==> src/rtl/lsu_mem_access_if.sv <==
// Request/response and data-memory bus signals of the load/store unit.
// slave is the LSU's view; master is the EXU plus memory side.
interface lsu_mem_access_if #(
  parameter int BITS   = 64,
  parameter int ADDR_W = 64
);
  logic              req_valid;
  logic              req_ready;
  logic              req_wen;
  logic [2:0]        req_funct3;
  logic [ADDR_W-1:0] req_addr;
  logic [BITS-1:0]   req_wdata;
  logic              rsp_valid;
  logic              rsp_ready;
  logic [BITS-1:0]   rsp_rdata;
  logic              rsp_err;
  logic              mem_req;
  logic              mem_we;
  logic [ADDR_W-1:0] mem_addr;
  logic [BITS-1:0]   mem_wdata;
  logic [7:0]        mem_wmask;
  logic              mem_ack;
  logic [BITS-1:0]   mem_rdata;

  modport slave (
    input  req_valid, req_wen, req_funct3, req_addr, req_wdata, rsp_ready, mem_ack, mem_rdata,
    output req_ready, rsp_valid, rsp_rdata, rsp_err, mem_req, mem_we, mem_addr, mem_wdata, mem_wmask
  );

  modport master (
    output req_valid, req_wen, req_funct3, req_addr, req_wdata, rsp_ready, mem_ack, mem_rdata,
    input  req_ready, rsp_valid, rsp_rdata, rsp_err, mem_req, mem_we, mem_addr, mem_wdata, mem_wmask
  );
endinterface

==> src/rtl/lsu_mem_access.sv <==
// Load/store unit: one data-memory transaction per EXU request, with store lane alignment and load extension.
// Define LSU_MISALIGN_TRAP_EN to report misaligned accesses on rsp_err instead of force-aligning them.
module lsu_mem_access #(
  parameter int BITS   = 64,
  parameter int ADDR_W = 64
) (
  input logic             clk,
  input logic             rst_n,
  lsu_mem_access_if.slave bus
);

  typedef enum logic [1:0] {IDLE, BUS, RESP} state_t;

  state_t            state;
  state_t            state_next;
  logic              accept;
  logic              go_resp;
  logic [2:0]        lane;
  logic [7:0]        size_mask;
  logic [BITS-1:0]   shifted;
  logic [BITS-1:0]   load_data;
  logic              we_q;
  logic [2:0]        funct3_q;
  logic [2:0]        lane_q;
  logic [ADDR_W-1:0] mem_addr_q;
  logic [BITS-1:0]   mem_wdata_q;
  logic [7:0]        mem_wmask_q;
  logic [BITS-1:0]   rdata_q;

  assign accept = (state == IDLE) && bus.req_valid;

  // Lane offset is the address rounded down to the access size.
  always_comb begin
    size_mask = 8'h01;
    lane      = bus.req_addr[2:0];
    case (bus.req_funct3[1:0])
      2'b01: begin size_mask = 8'h03; lane = {bus.req_addr[2:1], 1'b0}; end
      2'b10: begin size_mask = 8'h0F; lane = {bus.req_addr[2], 2'b00}; end
      2'b11: begin size_mask = 8'hFF; lane = 3'b000; end
      default: ;
    endcase
  end

`ifdef LSU_MISALIGN_TRAP_EN
  logic misaligned;
  logic err_q;

  assign misaligned  = (lane != bus.req_addr[2:0]);
  assign go_resp     = misaligned;
  assign bus.rsp_err = err_q;

  always_ff @(posedge clk or negedge rst_n) begin
    if (!rst_n)      err_q <= 1'b0;
    else if (accept) err_q <= misaligned;
  end
`else
  assign go_resp     = 1'b0;
  assign bus.rsp_err = 1'b0;
`endif

  always_ff @(posedge clk or negedge rst_n) begin
    if (!rst_n) state <= IDLE;
    else        state <= state_next;
  end

  always_comb begin
    state_next = state;
    case (state)
      IDLE:    if (bus.req_valid) state_next = go_resp ? RESP : BUS;
      BUS:     if (bus.mem_ack)   state_next = RESP;
      RESP:    if (bus.rsp_ready) state_next = IDLE;
      default: state_next = IDLE;
    endcase
  end

  always_comb begin
    bus.req_ready = (state == IDLE);
    bus.mem_req   = (state == BUS);
    bus.rsp_valid = (state == RESP);
    bus.mem_we    = (state == BUS) && we_q;
    bus.mem_addr  = mem_addr_q;
    bus.mem_wdata = mem_wdata_q;
    bus.mem_wmask = mem_wmask_q;
    bus.rsp_rdata = rdata_q;
  end

  // funct3 011 and 111 both take the whole word.
  always_comb begin
    shifted = bus.mem_rdata >> {lane_q, 3'b000};
    case (funct3_q)
      3'b000:  load_data = {{(BITS-8){shifted[7]}},   shifted[7:0]};
      3'b001:  load_data = {{(BITS-16){shifted[15]}}, shifted[15:0]};
      3'b010:  load_data = {{(BITS-32){shifted[31]}}, shifted[31:0]};
      3'b100:  load_data = {{(BITS-8){1'b0}},  shifted[7:0]};
      3'b101:  load_data = {{(BITS-16){1'b0}}, shifted[15:0]};
      3'b110:  load_data = {{(BITS-32){1'b0}}, shifted[31:0]};
      default: load_data = shifted;
    endcase
  end

  always_ff @(posedge clk or negedge rst_n) begin
    if (!rst_n) begin
      we_q        <= 1'b0;
      funct3_q    <= 3'b000;
      lane_q      <= 3'b000;
      mem_addr_q  <= '0;
      mem_wdata_q <= '0;
      mem_wmask_q <= 8'h00;
      rdata_q     <= '0;
    end else if (accept) begin
      we_q        <= bus.req_wen;
      funct3_q    <= bus.req_funct3;
      lane_q      <= lane;
      mem_addr_q  <= {bus.req_addr[ADDR_W-1:3], 3'b000};
      mem_wdata_q <= bus.req_wdata << {lane, 3'b000};
      mem_wmask_q <= bus.req_wen ? (size_mask << lane) : 8'h00;
      rdata_q     <= '0;
    end else if ((state == BUS) && bus.mem_ack) begin
      rdata_q     <= we_q ? '0 : load_data;
    end
  end

endmodule
==> src/flat_wrapper.sv <==
// flat-port wrapper written by rule: the top's interface ports become plain ports
module lsu_mem_access_flat 
#(
  parameter int BITS   = 64,
  parameter int ADDR_W = 64
)
  (clk, rst_n, bus_req_valid, bus_req_wen, bus_req_funct3, bus_req_addr, bus_req_wdata, bus_rsp_ready, bus_mem_ack, bus_mem_rdata, bus_req_ready, bus_rsp_valid, bus_rsp_rdata, bus_rsp_err, bus_mem_req, bus_mem_we, bus_mem_addr, bus_mem_wdata, bus_mem_wmask);
  lsu_mem_access_if #(.BITS(BITS), .ADDR_W(ADDR_W)) bus_i ();
  input logic clk;
  input logic rst_n;
  input wire logic [$bits(bus_i.req_valid)-1:0] bus_req_valid;
  input wire logic [$bits(bus_i.req_wen)-1:0] bus_req_wen;
  input wire logic [$bits(bus_i.req_funct3)-1:0] bus_req_funct3;
  input wire logic [$bits(bus_i.req_addr)-1:0] bus_req_addr;
  input wire logic [$bits(bus_i.req_wdata)-1:0] bus_req_wdata;
  input wire logic [$bits(bus_i.rsp_ready)-1:0] bus_rsp_ready;
  input wire logic [$bits(bus_i.mem_ack)-1:0] bus_mem_ack;
  input wire logic [$bits(bus_i.mem_rdata)-1:0] bus_mem_rdata;
  output wire logic [$bits(bus_i.req_ready)-1:0] bus_req_ready;
  output wire logic [$bits(bus_i.rsp_valid)-1:0] bus_rsp_valid;
  output wire logic [$bits(bus_i.rsp_rdata)-1:0] bus_rsp_rdata;
  output wire logic [$bits(bus_i.rsp_err)-1:0] bus_rsp_err;
  output wire logic [$bits(bus_i.mem_req)-1:0] bus_mem_req;
  output wire logic [$bits(bus_i.mem_we)-1:0] bus_mem_we;
  output wire logic [$bits(bus_i.mem_addr)-1:0] bus_mem_addr;
  output wire logic [$bits(bus_i.mem_wdata)-1:0] bus_mem_wdata;
  output wire logic [$bits(bus_i.mem_wmask)-1:0] bus_mem_wmask;
  assign bus_i.req_valid = bus_req_valid;
  assign bus_i.req_wen = bus_req_wen;
  assign bus_i.req_funct3 = bus_req_funct3;
  assign bus_i.req_addr = bus_req_addr;
  assign bus_i.req_wdata = bus_req_wdata;
  assign bus_i.rsp_ready = bus_rsp_ready;
  assign bus_i.mem_ack = bus_mem_ack;
  assign bus_i.mem_rdata = bus_mem_rdata;
  assign bus_req_ready = bus_i.req_ready;
  assign bus_rsp_valid = bus_i.rsp_valid;
  assign bus_rsp_rdata = bus_i.rsp_rdata;
  assign bus_rsp_err = bus_i.rsp_err;
  assign bus_mem_req = bus_i.mem_req;
  assign bus_mem_we = bus_i.mem_we;
  assign bus_mem_addr = bus_i.mem_addr;
  assign bus_mem_wdata = bus_i.mem_wdata;
  assign bus_mem_wmask = bus_i.mem_wmask;
  lsu_mem_access #(.BITS(BITS), .ADDR_W(ADDR_W)) u_core (.clk(clk), .rst_n(rst_n), .bus(bus_i));
endmodule
==> config.mk <==
export PLATFORM = sky130hd
export DESIGN_NAME = lsu_mem_access_flat
export DESIGN_NICKNAME = d
export VERILOG_FILES = /design/src/rtl/lsu_mem_access_if.sv /design/src/rtl/lsu_mem_access.sv /design/src/flat_wrapper.sv
export SDC_FILE = /design/constraint.sdc
export NUM_CORES = 1
export LEC_CHECK = 0
export CORE_AREA = 2 2 159 161
export DETAILED_ROUTE_END_ITERATION = 8
export DIE_AREA = 0 0 161 163
export PLACE_DENSITY = 0.77
export SYNTH_ARGS = -nofsm -noshare
export SYNTH_HDL_FRONTEND = slang
export SYNTH_SLANG_ARGS = --single-unit
==> constraint.sdc <==
create_clock -name clk -period 5.5 [get_ports clk]
set_input_delay 0.55 -clock clk [delete_from_list [all_inputs] [get_ports clk]]
set_output_delay 0.55 -clock clk [all_outputs]
set_load 0.02 [all_outputs]
==> impl.org <==
** Run status
- Run status :: complete, no violations

** Layout
- Fill cells in the final layout number 2,036.
- Flip-flop and latch area :: 0.00516 mm^2
- The count of cells in the finished layout, fillers not included, comes to 1,889.
- Area growth syn-to-layout :: 44.8%
- Fraction of final layout cells with drive strength greater than 1 :: 0.0944
- Area of the multi-input gates :: 0.00556 mm^2
- Final #Nets :: 1,741

** Floorplanning
- The die covers 0.0262 mm^2.
- Overall die height :: 163 um
- Initial Util :: 0.451
- Die extent in x :: 161 um
- Number of I/O pins :: 406
- The total area inside the core boundary comes to 0.0247 mm^2.
- Count of standard-cell rows :: 58

** Routing
- Dividing the detail-routed via count by the number of cells gives 5.60.
- Routed wire length :: 40,700 um
- Met1 Wirelength :: 14,800 um
- DRC errors left :: 0
- Top layer used by detailed routing :: met5
- Drt first-iter violations :: 814
- Metal3 WL :: 4200 um
- The first detailed-routing pass ran for 5 iterations.
- Average wire per standard cell :: 21.5 um
- Detailed routing inserted a total of 10,600 vias.
- The detail route stage leaves a number of antenna-violating nets equal to 0.
- Routed wl met2 :: 19,400 um

** Synth
- Of the post-synthesis cell area, the dominant cell type holds 0.463.
- Each instance of the synthesized netlist takes up on average 9.34 um^2.
- Ranked by total cell area, the synthesized netlist is headed by dfrtp_1 46%, nand2_1 13%, mux2i_1 10%.
- Sequential-to-total area share from yosys stat :: 0.463
- Combined area of all synthesized cells :: 0.0111 mm^2
- Counting distinct cell types in the post-synthesis netlist gives 58.
- For this run, the leading register cell type out of synthesis is dfrtp_1.
- Cell with the most instances after synthesis :: nand2_1
- Proportion of register bits with asynchronous set or reset after synthesis :: 1.00
- Yosys printed 0 warnings.
- Ranked by instance count, the synthesized netlist is headed by 379 x nand2_1, 206 x dfrtp_1, 113 x mux2i_1.
- Counting flops with a built-in enable in the synthesized netlist gives 0.
- The synthesized design contains 206 register bits.
- Synthesized instance count :: 1,192
- Synth area leader :: dfrtp_1

** Timing
- At the pin with the least slew margin, the transition time is 1100 ps.
- Final Max Tran Viols :: 0
- For the final routed database, the setup TNS stands at 0 ps.
- Headroom to the max-slew limit came out at 0.268.
- The tightest hold path in the finished design has a slack of 148 ps.
- Final Hold Vio Count :: 0
- Total of endpoints with negative setup slack in the final report :: 0
- The clock period could shrink to 3260 ps.
- Period Utilization, post-route :: 0.594
- Final setup skew :: 14.3 ps
- Final worst slack :: 2240 ps
- Maximum frequency from static timing analysis :: 306 MHz
- Setup repair after global routing missed its margin :: false

** Pwr
- The internal power of the cells totals 5.31 mW.
- The share of total power dissipated in the clock network is 0.181.
- Of the total power, registers draw 0.285.
- After layout, the design draws a total of 9.28 mW.
- For this design the static power due to leakage is 7.24 nW.
- For this design the total switching power over the nets is 3.97 mW.
- Part of the total power dissipated in combinational logic :: 0.534
- Pwr/cell area :: 575 mW/mm^2
- Switching fraction of total power :: 0.428
- Worst IR Drop VDD :: 370 uV

** Worst hold path
- In this run the worst hold path is classified as input port to asynchronous set/reset pin.

** GRT
- Sum of overflow across all layers after global routing :: 0
- The first global-routing pass estimated 62,000 um of wire.
- Across every metal layer, demand over resource in global routing totals 0.306.
- The initial antenna violation count came to 4.
- Number of global-route vias before repair :: 10,700
- Entering global routing, the biggest net connects 106 pins.

** CTS
- Post-CTS setup buffer count :: 0
- In this run the number of H-tree levels came out at 1.
- Number of clock buffers inserted by TritonCTS :: 23
- TritonCTS built the clock tree.
- Clk sinks :: 206
- After clock tree synthesis, the clock-pin slew on the worst setup and hold paths is 70 ps.
- Clock insertion delay at the later pin of the skew report :: 520 ps
- Root buf cell :: clkbuf_16
- Cts-stage hold buffer count :: 0
- No sink is reached through more buffers than the 3 on the longest clock path.
- Cells resized by post-CTS repair :: 0

** Placement
- Placer Congestion :: 0.953
- During placement, the flow inserted port buffers numbering 401.
- The HPWL after detailed placement is 29,800 um.
- The number of placed instances, taps included, is 1,845.
- Place WS :: 2200 ps

** Worst setup path
- Top fanout value on the critical path :: 35
- Data arrival time of the critical path :: 3630 ps
- Endpoint type of the worst setup path :: register
- The worst setup path is launched from a register.
- STA puts the critical path data required time at 5870 ps.
- The worst setup path is of the register to register kind.

** Run
- Number of max-capacitance violations reported :: 0
-- layout by cell type, fill, tap and decap left out, types with 8 or more instances in the layout --
cell type,n
and2_1,11
clkbuf_16,23
mux4_2,17
buf_4,18
dfrtp_1,205
nand2_1,378
o21ai_2,24
nor2_1,41
o21ai_0,38
clkdlybuf4s50_1,400
a21oi_1,24
o22ai_1,8
o2bb2ai_1,8
a22oi_1,8
mux2i_1,113
nand3_1,15
mux2_2,9
o21ai_1,26
a221o_1,25
a31oi_1,16
a22o_1,24
-- kinds of logic (layout without fill, tap and decap cells) --
group | Yosys count | count (layout) | synth area share
flip-flops | 206 | 206 | 0.463
AO/OA/AOI/OAI | 259 | 259 | 0.170
multiplexers | 143 | 143 | 0.150
buffers and inverters | 104 | 466 | 0.0410
other | 1 | 6 | 0.000337
AND/OR/NAND/NOR | 479 | 479 | 0.176
-- layout make-up --
class / count / share of cell area
multi-input combinational: 885 / 0.345
sequential: 206 / 0.320
timing repair buffer: 419 / 0.257
clock buffer: 27 / 0.0385
tap: 330 / 0.0256
clock inverter: 15 / 0.0128
inverter: 5 / 0.00116
antenna: 2 / 0.000310
-- worst max-delay path, cell delays in order, from the launching register on --
cell and delay (ps):
dfrtp_1 360, buf_4 230, inv_1 830, nand2_1 520, o221a_2 460, nor4_4 210
buf_4 340, o31ai_1 130
-- power groups by stage --
stage          sequential [mW]  combinational (mW)  clock, mW
4_1_cts                   2.64                4.96       1.71
3_3_place_gp              2.64                4.88          0
5_1_grt                   2.72                5.29       1.77
3_5_place_dp              2.64                4.94          0
6_report                  2.64                4.95       1.68
2_1_floorplan             3.35                2.03          0
-- state kept, by name, indices dropped and copies added, names as in the netlist --
register / flops
u_core.bus.mem_addr: 61
u_core.funct3_q: 3
u_core.state: 2
u_core.bus.rsp_rdata: 64
u_core.bus.mem_wmask: 8
u_core.lane_q: 3
u_core.we_q: 1
u_core.bus.mem_wdata: 64
-- through the flow --
| step | util | area, um^2 |
|---|---|---|
| after floorplan | - | 11100 |
| after global placement | 0.620 | 15300 |
| after detailed placement | 0.620 | 15300 |
| after CTS | 0.654 | 16100 |
| after global routing | 0.654 | 16100 |
| final | 0.654 | 16100 |
-- path summary, 6_finish.rpt --
check,startpoint,end,slack (ps),depth (start not counted)
min in group clk,u_core.bus.mem_addr[28],u_core.bus.mem_addr[28],470,2
max,u_core.lane_q[2],u_core.bus.rsp_rdata[63],2240,7
min reg2reg,u_core.bus.mem_addr[28],u_core.bus.mem_addr[28],470,2
max in group asynchronous,rst_n,u_core.lane_q[0],4000,2
max reg2reg,u_core.lane_q[2],u_core.bus.rsp_rdata[63],2240,7
min,rst_n,u_core.bus.rsp_rdata[22],150,1
-- metal layers --
layer	GRT usage	vias up
met4	0.162	4
li1	-	4875
met1	0.360	5090
met3	0.0957	96
met5	0	-
met2	0.504	517
No activity file was read; power rests on OpenSTA's default activity.
